### src/rtl/image_loader.sv
// ----------------------------------------------------------------------------
// image_loader
//
// Upstream feeder for the image-filtering datapath. It accepts an 8-bit
// pixel stream over a valid/ready handshake and packs four consecutive bytes
// into one 32-bit word. Each word is written into the shared 128-word data
// memory, starting at BASE_ADDR. A short image can be closed early with
// in_last. Completion is signalled by a one-cycle done pulse.
//
// Parameters:
//   BASE_ADDR  first memory word written (0..127)
//   WORDS      number of words per image (1..128)
//
// Ports:
//   clk         system clock, rising edge
//   rst         asynchronous reset, active low
//   start       begin a load (sampled only in IDLE)
//   in_valid    pixel byte present
//   in_data     pixel byte
//   in_last     marks the final byte of a short image
//   in_ready    loader accepts a byte this cycle (FILL)
//   mem_wr      memory write strobe, one cycle per word
//   mem_addr    word address, (BASE_ADDR + word_count) mod 128
//   mem_wrData  packed word, lane k = bits [8k+7:8k]
//   busy        high in FILL and WRITE
//   done        one-cycle completion pulse
//   word_count  words written in the current or last load
//   checksum    mod-256 sum of accepted bytes
//
// Optional feature macro: IMAGE_LOADER_CKSUM_EN
//   When it is defined, the checksum adder is built.
//   When it is undefined, checksum is tied to 0.
// ----------------------------------------------------------------------------
module image_loader #(
    parameter int BASE_ADDR = 0,
    parameter int WORDS     = 64
) (
    input  logic        clk,
    input  logic        rst,
    input  logic        start,
    input  logic        in_valid,
    input  logic [7:0]  in_data,
    input  logic        in_last,
    output logic        in_ready,
    output logic        mem_wr,
    output logic [6:0]  mem_addr,
    output logic [31:0] mem_wrData,
    output logic        busy,
    output logic        done,
    output logic [7:0]  word_count,
    output logic [7:0]  checksum
);

    localparam logic [6:0] BASE7  = 7'(BASE_ADDR);
    localparam logic [7:0] WORDS8 = 8'(WORDS);

    typedef enum logic [1:0] {IDLE, FILL, WRITE, DONE} state_t;

    state_t      state_q, state_d;
    logic [1:0]  lane_q, lane_d;
    logic [31:0] buf_q, buf_d;
    logic        last_q, last_d;
    logic [7:0]  word_count_q, word_count_d;
    logic [6:0]  mem_addr_q, mem_addr_d;
    logic [31:0] mem_wrData_q, mem_wrData_d;

    logic        accept;
    logic [31:0] buf_ins;

    assign accept = (state_q == FILL) && in_valid;

    // Current byte dropped into its lane. The other lanes keep the partial word.
    // The buffer is zeroed at every word boundary, so lanes above the current
    // one are already zero when a word is closed early by in_last.
    genvar gi;
    generate
        for (gi = 0; gi < 4; gi++) begin : g_lane
            assign buf_ins[8*gi +: 8] = (lane_q == 2'(gi)) ? in_data : buf_q[8*gi +: 8];
        end
    endgenerate

    always_comb begin
        state_d      = state_q;
        lane_d       = lane_q;
        buf_d        = buf_q;
        last_d       = last_q;
        word_count_d = word_count_q;
        mem_addr_d   = mem_addr_q;
        mem_wrData_d = mem_wrData_q;
        case (state_q)
            IDLE: begin
                if (start) begin
                    word_count_d = '0;
                    lane_d       = '0;
                    buf_d        = '0;
                    last_d       = 1'b0;
                    state_d      = FILL;
                end
            end
            FILL: begin
                if (accept) begin
                    if (lane_q == 2'd3 || in_last) begin
                        // Word complete. Register address and data for the
                        // WRITE cycle so that both are stable for the whole cycle.
                        mem_wrData_d = buf_ins;
                        mem_addr_d   = BASE7 + word_count_q[6:0];
                        last_d       = in_last;
                        buf_d        = '0;
                        lane_d       = '0;
                        state_d      = WRITE;
                    end else begin
                        buf_d  = buf_ins;
                        lane_d = lane_q + 2'd1;
                    end
                end
            end
            WRITE: begin
                word_count_d = word_count_q + 8'd1;
                if (last_q || (word_count_q + 8'd1 == WORDS8)) begin
                    state_d = DONE;
                end else begin
                    state_d = FILL;
                end
            end
            DONE: begin
                state_d = IDLE;
            end
            default: begin
                state_d = IDLE;
            end
        endcase
    end

    always_ff @(posedge clk or negedge rst) begin
        if (!rst) begin
            state_q      <= IDLE;
            lane_q       <= '0;
            buf_q        <= '0;
            last_q       <= 1'b0;
            word_count_q <= '0;
            mem_addr_q   <= '0;
            mem_wrData_q <= '0;
        end else begin
            state_q      <= state_d;
            lane_q       <= lane_d;
            buf_q        <= buf_d;
            last_q       <= last_d;
            word_count_q <= word_count_d;
            mem_addr_q   <= mem_addr_d;
            mem_wrData_q <= mem_wrData_d;
        end
    end

    assign in_ready   = (state_q == FILL);
    assign mem_wr     = (state_q == WRITE);
    assign busy       = (state_q == FILL) || (state_q == WRITE);
    assign done       = (state_q == DONE);
    assign mem_addr   = mem_addr_q;
    assign mem_wrData = mem_wrData_q;
    assign word_count = word_count_q;

`ifdef IMAGE_LOADER_CKSUM_EN
    logic [7:0] checksum_q, checksum_d;

    // Only accepted bytes are summed. Zero padding never enters the sum.
    always_comb begin
        checksum_d = checksum_q;
        if (state_q == IDLE && start) begin
            checksum_d = '0;
        end else if (accept) begin
            checksum_d = checksum_q + in_data;
        end
    end

    always_ff @(posedge clk or negedge rst) begin
        if (!rst) begin
            checksum_q <= '0;
        end else begin
            checksum_q <= checksum_d;
        end
    end

    assign checksum = checksum_q;
`else
    assign checksum = '0;
`endif

endmodule

### config.mk
export PLATFORM = sky130hd
export DESIGN_NAME = image_loader
export DESIGN_NICKNAME = d
export VERILOG_FILES = /design/src/rtl/image_loader.sv
export SDC_FILE = /design/constraint.sdc
export NUM_CORES = 1
export LEC_CHECK = 0
export BUFFER_PORTS_ARGS = -buffer_cell sky130_fd_sc_hd__clkbuf_2
export CAP_MARGIN = 20
export CORE_ASPECT_RATIO = 1.4
export CORE_MARGIN = 3
export CORE_UTILIZATION = 35
export DETAILED_ROUTE_END_ITERATION = 7
export PLACE_DENSITY = 0.51
export SYNTH_ARGS = -nofsm -noshare
export SYNTH_HDL_FRONTEND = slang
export SYNTH_SLANG_ARGS = --single-unit
export TNS_END_PERCENT = 20
### constraint.sdc
create_clock -name clk -period 2.7 [get_ports clk]
set_input_delay 0.405 -clock clk [delete_from_list [all_inputs] [get_ports clk]]
set_output_delay 0.405 -clock clk [all_outputs]
set_load 0.05 [all_outputs]
==> results_dict.tcl, run 1 <==
set metrics [dict create \
    p_total_mw 5.128 \
    num-nets-final 408 \
    synth_edf_count 0 \
    timing_worst_setup_path_type "flip-flop to flip-flop" \
    die_w_um 93.73 \
    grtUsageMet3 0.02690 \
    synth-compound-area-share 0.1556 \
    hold_slack_ns 0.09334 \
    ir_worst_vdd_mv 0.6936 \
    startpoint "state_q[1]$_DFFE_PN0P_" \
    finalClockSkew_ns 0.004609 \
    instances_no_fill 529 \
    synth_top_family_by_area "compound AO/OA/AOI/OAI gates" \
    ios 72 \
    cts_hold_buf 0 \
    start_kind "flip-flop" \
    max_slew.worst_pin.slew_ns 0.6620 \
    yosysMostFrequentCell "dfrtp_1" \
    drt-initial-drc-count 72 \
    multi_input_area_um2 1529 \
    status "completed" \
    syn_area_per_cell_um2 11.60 \
    final_util 0.4276 \
    clock.fmax_mhz 456.0 \
    synthSimpleGateAreaFrac 0.1009 \
    cts_buffer_depth 2 \
    yosysUniqueCellTypes 40 \
    vias 2575 \
    reg2reg_from "state_q[1]$_DFFE_PN0P_" \
    cts_tree "yes" \
    dp_hpwl_um 6042 \
    use_met2 0.2505 \
    cts_buffers 9 \
    required_ns 2.96 \
    cts_resized 0 \
    finalSetupViolCount 0 \
    wl_per_cell_um 15.79 \
    viasPerCell 4.868 \
    wl_um 8351 \
    clkTransAtPathRegs_ns 0.06 \
    drive_above_1_share 0.2685 \
    insertion_delay_ns 0.33 \
    worst-path-max-fanout 8 \
    diodes 0 \
    dieArea_um2 12070 \
    setup-tns-final_ns 0 \
    grt-busiest-layer "met2" \
    synth_fa_ha_area_frac 0.02986 \
    cap_violations 0 \
    grt_overflow 0 \
    grt_max_degree 53 \
    synth_common_cells "84 x dfrtp_1, 44 x nand2_1, 37 x o21ai_0" \
    rrSetupSlack_ns 0.51 \
    coreArea_um2 10460 \
    endpoint "buf_q[22]$_DFFE_PN0P_" \
    synth_top_area_cell "dfrtp_1" \
    rsz0062_at_grt "no" \
    synth_area_leaders "dfrtp_1 56%, mux2i_1 9.0%, a22o_1 6.5%" \
    postCtsSetupBuffers 0 \
    cts.sink_count 84 \
    syn_inst 325 \
    start_util 0.3605 \
    synthMuxAreaShare 0.1111 \
    grt_pass1_vias 2636 \
    place.gp.congestion 0.7705 \
    worstPathArrival_ns 2.46 \
    antenna_found_initial 0 \
    ff_latch_area_um2 2102 \
    grt_pass1_wl_um 14120 \
    drc 0 \
    yosys.area.top_type_share 0.5574 \
    ys_seq_area_frac 0.5574 \
    r2r_cells 6 \
    drtPass1Iterations 4 \
    setup.worst_path.end_class "flip-flop" \
    fin_crit_sh 0.8122 \
    r2r-end "buf_q[22]$_DFFE_PN0P_" \
    clockRootBuffer "clkbuf_16" \
    synth-async-reset-ratio 1.000 \
    place_inst 513 \
    yosys_most_used_dff "dfrtp_1" \
    grt_usage 0.1516 \
    ys_ff_latch 84 \
    synthXorXnorAreaFrac 0 \
    hold_class "primary input to async pin" \
    yosysWarnings 0 \
    nFillCells 1046 \
    syn_area_um2 3771 \
    slew_headroom 0.5587 \
    p_leak_nw 2.162 \
    finalMaxSlewViolations 0 \
    grtUsageMet1 0.1968 \
    hold_viol 0 \
    ant_nets 0 \
    htree_levels 3 \
    rows 44 \
    fp.dieH_um 128.8 \
    port_buffers 63 \
    finalCriticalPeriod_ns 2.193 \
    syn_to_final_growth_pct 18.61 \
    p_per_area_nw_per_um2 1147 \
]
[routing by layer]
layer / vias to the layer above / wire length (um)
met5: - / 0
met1: 1239 / 3730
met2: 67 / 4109
li1: 1258 / -
met3: 11 / 366
met4: 0 / 144
[flip-flops by register name (all words and copies together), names as in the netlist]
register	count
mem_wrData	32
lane_q	2
state_q	2
buf_q	32
word_count	8
last_q	1
mem_addr	7
[metrics by stage]
| stage | cell area, um^2 | setup slack (ns) |
|---|---|---|
| 3_3_place_gp | 4202 | 0.6314 |
| 3_5_place_dp | 4202 | 0.5238 |
| 6_report | 4473 | 0.5071 |
| 2_1_floorplan | 3797 | 0.4596 |
| 5_1_grt | 4473 | 0.2753 |
| 4_1_cts | 4473 | 0.4864 |
[how the worst min path moves through the flow]
stage	to	start
2_1_floorplan	buf_q[0]$_DFFE_PN0P_	rst
3_3_place_gp	mem_wrData[14]$_DFFE_PN0P_	mem_wrData[14]$_DFFE_PN0P_
3_5_place_dp	mem_wrData[17]$_DFFE_PN0P_	rst
4_1_cts	buf_q[23]$_DFFE_PN0P_	rst
5_1_grt	mem_wrData[17]$_DFFE_PN0P_	rst
6_report	mem_wrData[18]$_DFFE_PN0P_	rst
[power by group]
part,internal [mW],switching (mW),leakage [nW]
combinational,0.621,1.62,0.888
clock,0.645,0.475,0.129
sequential,1.57,0.198,1.15
total,2.83,2.30,2.16
[layout make-up]
class,count,share of cell area
clock inverter,4,0.005594
tap,138,0.03860
timing repair buffer,69,0.08392
inverter,6,0.005035
multi-input combinational,216,0.3418
sequential,84,0.4699
clock buffer,12,0.05510
[layout by cell type (no fill, tap or decap), types with 2 or more instances in the layout]
cell type / netlist / layout
nand4_1: 2 / 2
o21ai_4: 3 / 3
clkbuf_16: 0 / 9
nor3_1: 2 / 2
mux2_2: 7 / 7
a22o_1: 28 / 28
mux2i_1: 34 / 34
nor4_1: 2 / 2
nor2b_2: 8 / 8
nand2_1: 44 / 44
nand2b_1: 2 / 2
ha_1: 9 / 9
nand3_1: 2 / 2
clkinv_2: 0 / 2
a21oi_1: 3 / 3
o21ai_0: 37 / 37
conb_1: 1 / 8
a32o_1: 2 / 2
o211ai_1: 2 / 2
and2_1: 3 / 3
clkinvlp_4: 0 / 2
inv_1: 6 / 6
clkbuf_1: 10 / 2
nor2_1: 4 / 4
dfrtp_1: 84 / 84
clkbuf_2: 4 / 62
buf_4: 8 / 6
[worst max-delay path: stages, from the launching register on]
cell	delay, ns
dfrtp_1	0.42
inv_1	0.10
ha_1	0.28
nand2_1	0.14
nor4_1	0.50
and2_0	0.46
a22o_1	0.22
[cell families (layout without fill, tap and decap cells)]
family | after synthesis | in the layout
adder cells (fa/ha/maj) | 9 | 9
AO/OA/AOI/OAI | 82 | 82
flip-flops | 84 | 84
multiplexers | 41 | 41
AND/OR/NAND/NOR | 76 | 76
other | 1 | 8
buffers and inverters | 32 | 91
Power figures use the tool's default switching activity.
==> run 2, diff against run 1 <==
- clock period: 2.7 -> 2.1 ns (I/O delays scaled with it)
==> results_dict.tcl, run 2 (synthesized netlist as in run 1, its figures left out) <==
set metrics [dict create \
    start_kind "flip-flop" \
    syn_to_final_growth_pct 20.50 \
    hold_viol 0 \
    finalSetupViolCount 0 \
    coreArea_um2 10460 \
    finalClockSkew_ns 0.004240 \
    start_util 0.3605 \
    path_cells "inv_1 -> ha_1 -> clkbuf_2" \
    ant_nets 0 \
    hold_class "primary input to flip-flop" \
    drtPass1Iterations 4 \
    hold_slack_ns 0.3112 \
    grt_usage 0.1472 \
    grt_pass1_vias 2620 \
    wl_per_cell_um 15.50 \
    max_stage_delay_ns 0.44 \
    postCtsSetupBuffers 0 \
    p_per_area_nw_per_um2 1461 \
    endpoint "mem_wr" \
    status "completed" \
    rrSetupSlack_ns 0.15 \
    vias 2613 \
    clockRootBuffer "clkbuf_16" \
    place.gp.congestion 0.7912 \
    grt_overflow 0 \
    instances_no_fill 536 \
    antenna_found_initial 0 \
    die_w_um 93.73 \
    drive_above_1_share 0.2839 \
    r2r-end "buf_q[23]$_DFFE_PN0P_" \
    setup.worst_path.end_class "primary output" \
    cts_buffer_depth 2 \
    place_inst 519 \
    dp_hpwl_um 5871 \
    diodes 0 \
    fp.dieH_um 128.8 \
    required_ns 1.78 \
    cp_slowest_cell "ha_1" \
    clkTransAtPathRegs_ns 0.06 \
    timing_worst_setup_path_type "flip-flop to primary output" \
    ios 72 \
    placed_area_um2 4262 \
    cts.sink_count 84 \
    htree_levels 3 \
    grt_pass1_wl_um 13900 \
    finalMaxSlewViolations 0 \
    dieArea_um2 12070 \
    cap_violations 0 \
    mostFrequentLayoutCells "84 x dfrtp_1, 62 x clkbuf_2, 44 x nand2_1, 37 x o21ai_0, 34 x mux2i_1" \
    finalInstanceArea_um2 4544 \
    grt_max_degree 54 \
    rows 44 \
    drt-initial-drc-count 121 \
    slew_headroom 0.5912 \
    p_leak_nw 2.202 \
    clock.fmax_mhz 507.1 \
    fin_crit_sh 0.9390 \
    final_common_cell "dfrtp_1" \
    worstHoldStart "in_valid" \
    max_slew.worst_pin.slew_ns 0.6091 \
    ir_worst_vdd_mv 1.111 \
    setup-tns-final_ns 0 \
    viasPerCell 4.875 \
    worst-path-max-fanout 13 \
    num-nets-final 415 \
    wl_um 8306 \
    rsz0062_at_grt "no" \
    cts_buffers 9 \
    drc 0 \
    cts_tree "yes" \
    reg2reg_from "state_q[1]$_DFFE_PN0P_" \
    startpoint "state_q[0]$_DFFE_PN0P_" \
    r2r_cells 7 \
    finalCriticalPeriod_ns 1.972 \
    worstPathArrival_ns 1.66 \
    port_buffers 63 \
    insertion_delay_ns 0.33 \
    p_total_mw 6.641 \
]
## run 2: cell count changes in the layout (fill, tap and decap cells not counted)
cell           change
and2_1             -1
buf_12             +1
dlygate4sd3_1      +1
ha_2               +1
and2_2             +1
ha_1               -1
buf_4              +5
## run 2: layout make-up
| type | instances | area, um^2 |
|---|---|---|
| tap | 138 | 172.7 |
| fill | 1062 | 5916 |
| multi-input combinational | 216 | 1533 |
| sequential | 84 | 2102 |
| clock buffer | 12 | 246.5 |
| clock inverter | 4 | 25.02 |
| inverter | 6 | 22.52 |
| timing repair buffer | 76 | 442.9 |
## run 2: how the worst min path moves through the flow
stage	cells past startpoint	to
6_report	3	last_q$_DFFE_PN0P_
5_1_grt	3	last_q$_DFFE_PN0P_
4_1_cts	3	last_q$_DFFE_PN0P_
3_5_place_dp	1	mem_wrData[16]$_DFFE_PN0P_
3_3_place_gp	1	mem_wrData[16]$_DFFE_PN0P_
2_1_floorplan	0	buf_q[0]$_DFFE_PN0P_
## run 2: where the power goes
part	internal [mW]	switching, mW
clock	0.830	0.615
combinational	0.842	2.09
sequential	2.01	0.250
## run 2: metrics by stage
step	worst slack, ns	utilization
5_1_grt	0.01916	0.4345
3_3_place_gp	0.1641	0.4074
2_1_floorplan	0.06072	-
6_report	0.1282	0.4345
4_1_cts	0.06756	0.4343
3_5_place_dp	0.08080	0.4074
## run 2: repair_timing
action,CTS,global route
hold buffers,1,0
endpoints found under the setup margin,0,9
resized for setup,0,1
hold endpoints to repair,31,0
## run 2: worst max-delay path: cells and delay by family (launching register included)
| family | cells | cell delay [ns] |
|---|---|---|
| buffers and inverters | 2 | 0.46 |
| adder cells (fa/ha/maj) | 1 | 0.44 |
| flip-flops | 1 | 0.42 |
## run 2: layer usage
metal / part of all wire / vias up / track usage
met3: 0.045 / 10 / 0.03392
met5: 0 / - / 0
li1: - / 1273 / -
met4: 0.014 / 0 / 0.05357
met1: 0.46 / 1265 / 0.1936
met2: 0.48 / 65 / 0.2371
==> run 3, diff against run 2 <==
- clock period: 2.1 -> 2.5 ns (I/O delays scaled with it)
==> results_dict.tcl, run 3 (synthesized netlist as in run 1, its figures left out) <==
set metrics [dict create \
    drt-initial-drc-count 127 \
    wl_um 8400 \
    path_cells "inv_1 -> ha_1 -> and2b_1 -> nor4_1 -> and2_0 -> a22o_1" \
    htree_levels 3 \
    ios 72 \
    insertion_delay_ns 0.33 \
    place.gp.congestion 0.7954 \
    cp_slowest_cell "and2_0" \
    finalInstanceArea_um2 4533 \
    mostFrequentLayoutCells "84 x dfrtp_1, 62 x clkbuf_2, 44 x nand2_1, 37 x o21ai_0, 34 x mux2i_1" \
    wl_per_cell_um 15.76 \
    dieArea_um2 12070 \
    rsz0062_at_grt "no" \
    finalSetupViolCount 0 \
    hold_class "primary input to async pin" \
    finalMaxSlewViolations 0 \
    hold_slack_ns -0.009734 \
    cts_tree "yes" \
    setup.worst_path.end_class "flip-flop" \
    cts_buffers 9 \
    final_common_cell "dfrtp_1" \
    p_per_area_nw_per_um2 1262 \
    hold_viol 1 \
    worst-path-max-fanout 8 \
    postCtsSetupBuffers 0 \
    cts_buffer_depth 2 \
    violations "hold timing" \
    drc 0 \
    fp.dieH_um 128.8 \
    finalCriticalPeriod_ns 2.180 \
    r2r-end "buf_q[20]$_DFFE_PN0P_" \
    required_ns 2.77 \
    clkTransAtPathRegs_ns 0.06 \
    status "finished, violations left" \
    syn_to_final_growth_pct 20.21 \
    viasPerCell 4.932 \
    cap_violations 0 \
    fin_crit_sh 0.8720 \
    diodes 0 \
    ant_nets 0 \
    slew_headroom 0.5836 \
    cts_hold_buf 0 \
    rows 44 \
    start_util 0.3605 \
    p_leak_nw 2.205 \
    coreArea_um2 10460 \
    grt_pass1_vias 2637 \
    clockRootBuffer "clkbuf_16" \
    grt_usage 0.1520 \
    port_buffers 63 \
    rrSetupSlack_ns 0.32 \
    vias 2629 \
    dp_hpwl_um 6159 \
    num-nets-final 412 \
    reg2reg_from "state_q[0]$_DFFE_PN0P_" \
    drtPass1Iterations 4 \
    setup-tns-final_ns 0 \
    clock.fmax_mhz 458.7 \
    startpoint "state_q[0]$_DFFE_PN0P_" \
    worstPathArrival_ns 2.45 \
    r2r_cells 6 \
    die_w_um 93.73 \
    finalClockSkew_ns 0.005451 \
    placed_area_um2 4219 \
    endpoint "buf_q[20]$_DFFE_PN0P_" \
    cts.sink_count 84 \
    drive_above_1_share 0.2785 \
    max_slew.worst_pin.slew_ns 0.6204 \
    grt_pass1_wl_um 14090 \
    grt_overflow 0 \
    start_kind "flip-flop" \
    ir_worst_vdd_mv 0.6107 \
    timing_worst_setup_path_type "flip-flop to flip-flop" \
    grt_max_degree 47 \
    max_stage_delay_ns 0.45 \
    cts_resized 0 \
    antenna_found_initial 0 \
]
-- run 3: cell types whose count changed in the layout (fill, tap and decap cells not counted) --
cell,change
and2_1,+1
and2_2,-1
buf_12,-2
bufinv_16,+1
clkbuf_1,-1
clkbuf_8,+2
clkinv_2,-1
clkinv_4,+1
clkinvlp_4,-2
dlygate4sd3_1,-1
ha_1,+1
ha_2,-1
-- run 3: through the flow --
stage / std cells / worst slack, ns / power, mW / hold slack, ns / utilization
2_1_floorplan: 332 / 0.2596 / 3.817 / 0.07941 / -
3_3_place_gp: 517 / 0.4222 / 4.356 / 0.3613 / 0.4033
3_5_place_dp: 517 / 0.3073 / 4.386 / 0.3649 / 0.4033
4_1_cts: 533 / 0.3019 / 5.794 / 0.002536 / 0.4334
5_1_grt: 533 / 0.01524 / 6.072 / 0.01510 / 0.4334
6_report: 533 / 0.3200 / 5.721 / -0.009734 / 0.4334
-- run 3: critical path, delay by kind of cell, from the launching register on --
kind,cells,cell delay [ns]
AO/OA/AOI/OAI,1,0.21
adder cells (fa/ha/maj),1,0.25
buffers and inverters,1,0.10
flip-flops,1,0.42
AND/OR/NAND/NOR,3,1.14
-- run 3: report_power, final --
| part | switching (mW) | leakage, nW | total [mW] | internal (mW) |
|---|---|---|---|---|
| registers | 0.213 | 1.15 | 1.90 | 1.69 |
| clock network | 0.535 | 0.156 | 1.39 | 0.857 |
| logic | 1.75 | 0.904 | 2.43 | 0.675 |
| total | 2.50 | 2.21 | 5.72 | 3.22 |
-- run 3: layout make-up --
| type | count | area [um^2] |
|---|---|---|
| tap | 138 | 172.7 |
| timing repair buffer | 73 | 392.9 |
| inverter | 6 | 22.52 |
| clock buffer | 13 | 270.3 |
| fill | 1024 | 5927 |
| clock inverter | 3 | 43.79 |
| multi-input combinational | 216 | 1529 |
| sequential | 84 | 2102 |
-- run 3: worst min path at each step --
stage / start / end / slack, ns / cells past startpoint
global placement: rst / mem_wrData[17]$_DFFE_PN0P_ / 0.36 / 1
floorplan: rst / buf_q[0]$_DFFE_PN0P_ / 0.08 / 0
detailed placement: rst / mem_wrData[17]$_DFFE_PN0P_ / 0.36 / 1
global route: rst / mem_wrData[17]$_DFFE_PN0P_ / 0.02 / 1
CTS: rst / mem_wrData[17]$_DFFE_PN0P_ / 0.003 / 1
finish: rst / mem_wrData[17]$_DFFE_PN0P_ / -0.01 / 1
-- run 3: layer usage --
layer,GRT usage,wire (um)
met5,0,0
met4,0.04337,80
met3,0.03918,359
met2,0.2522,4282
met1,0.1960,3678
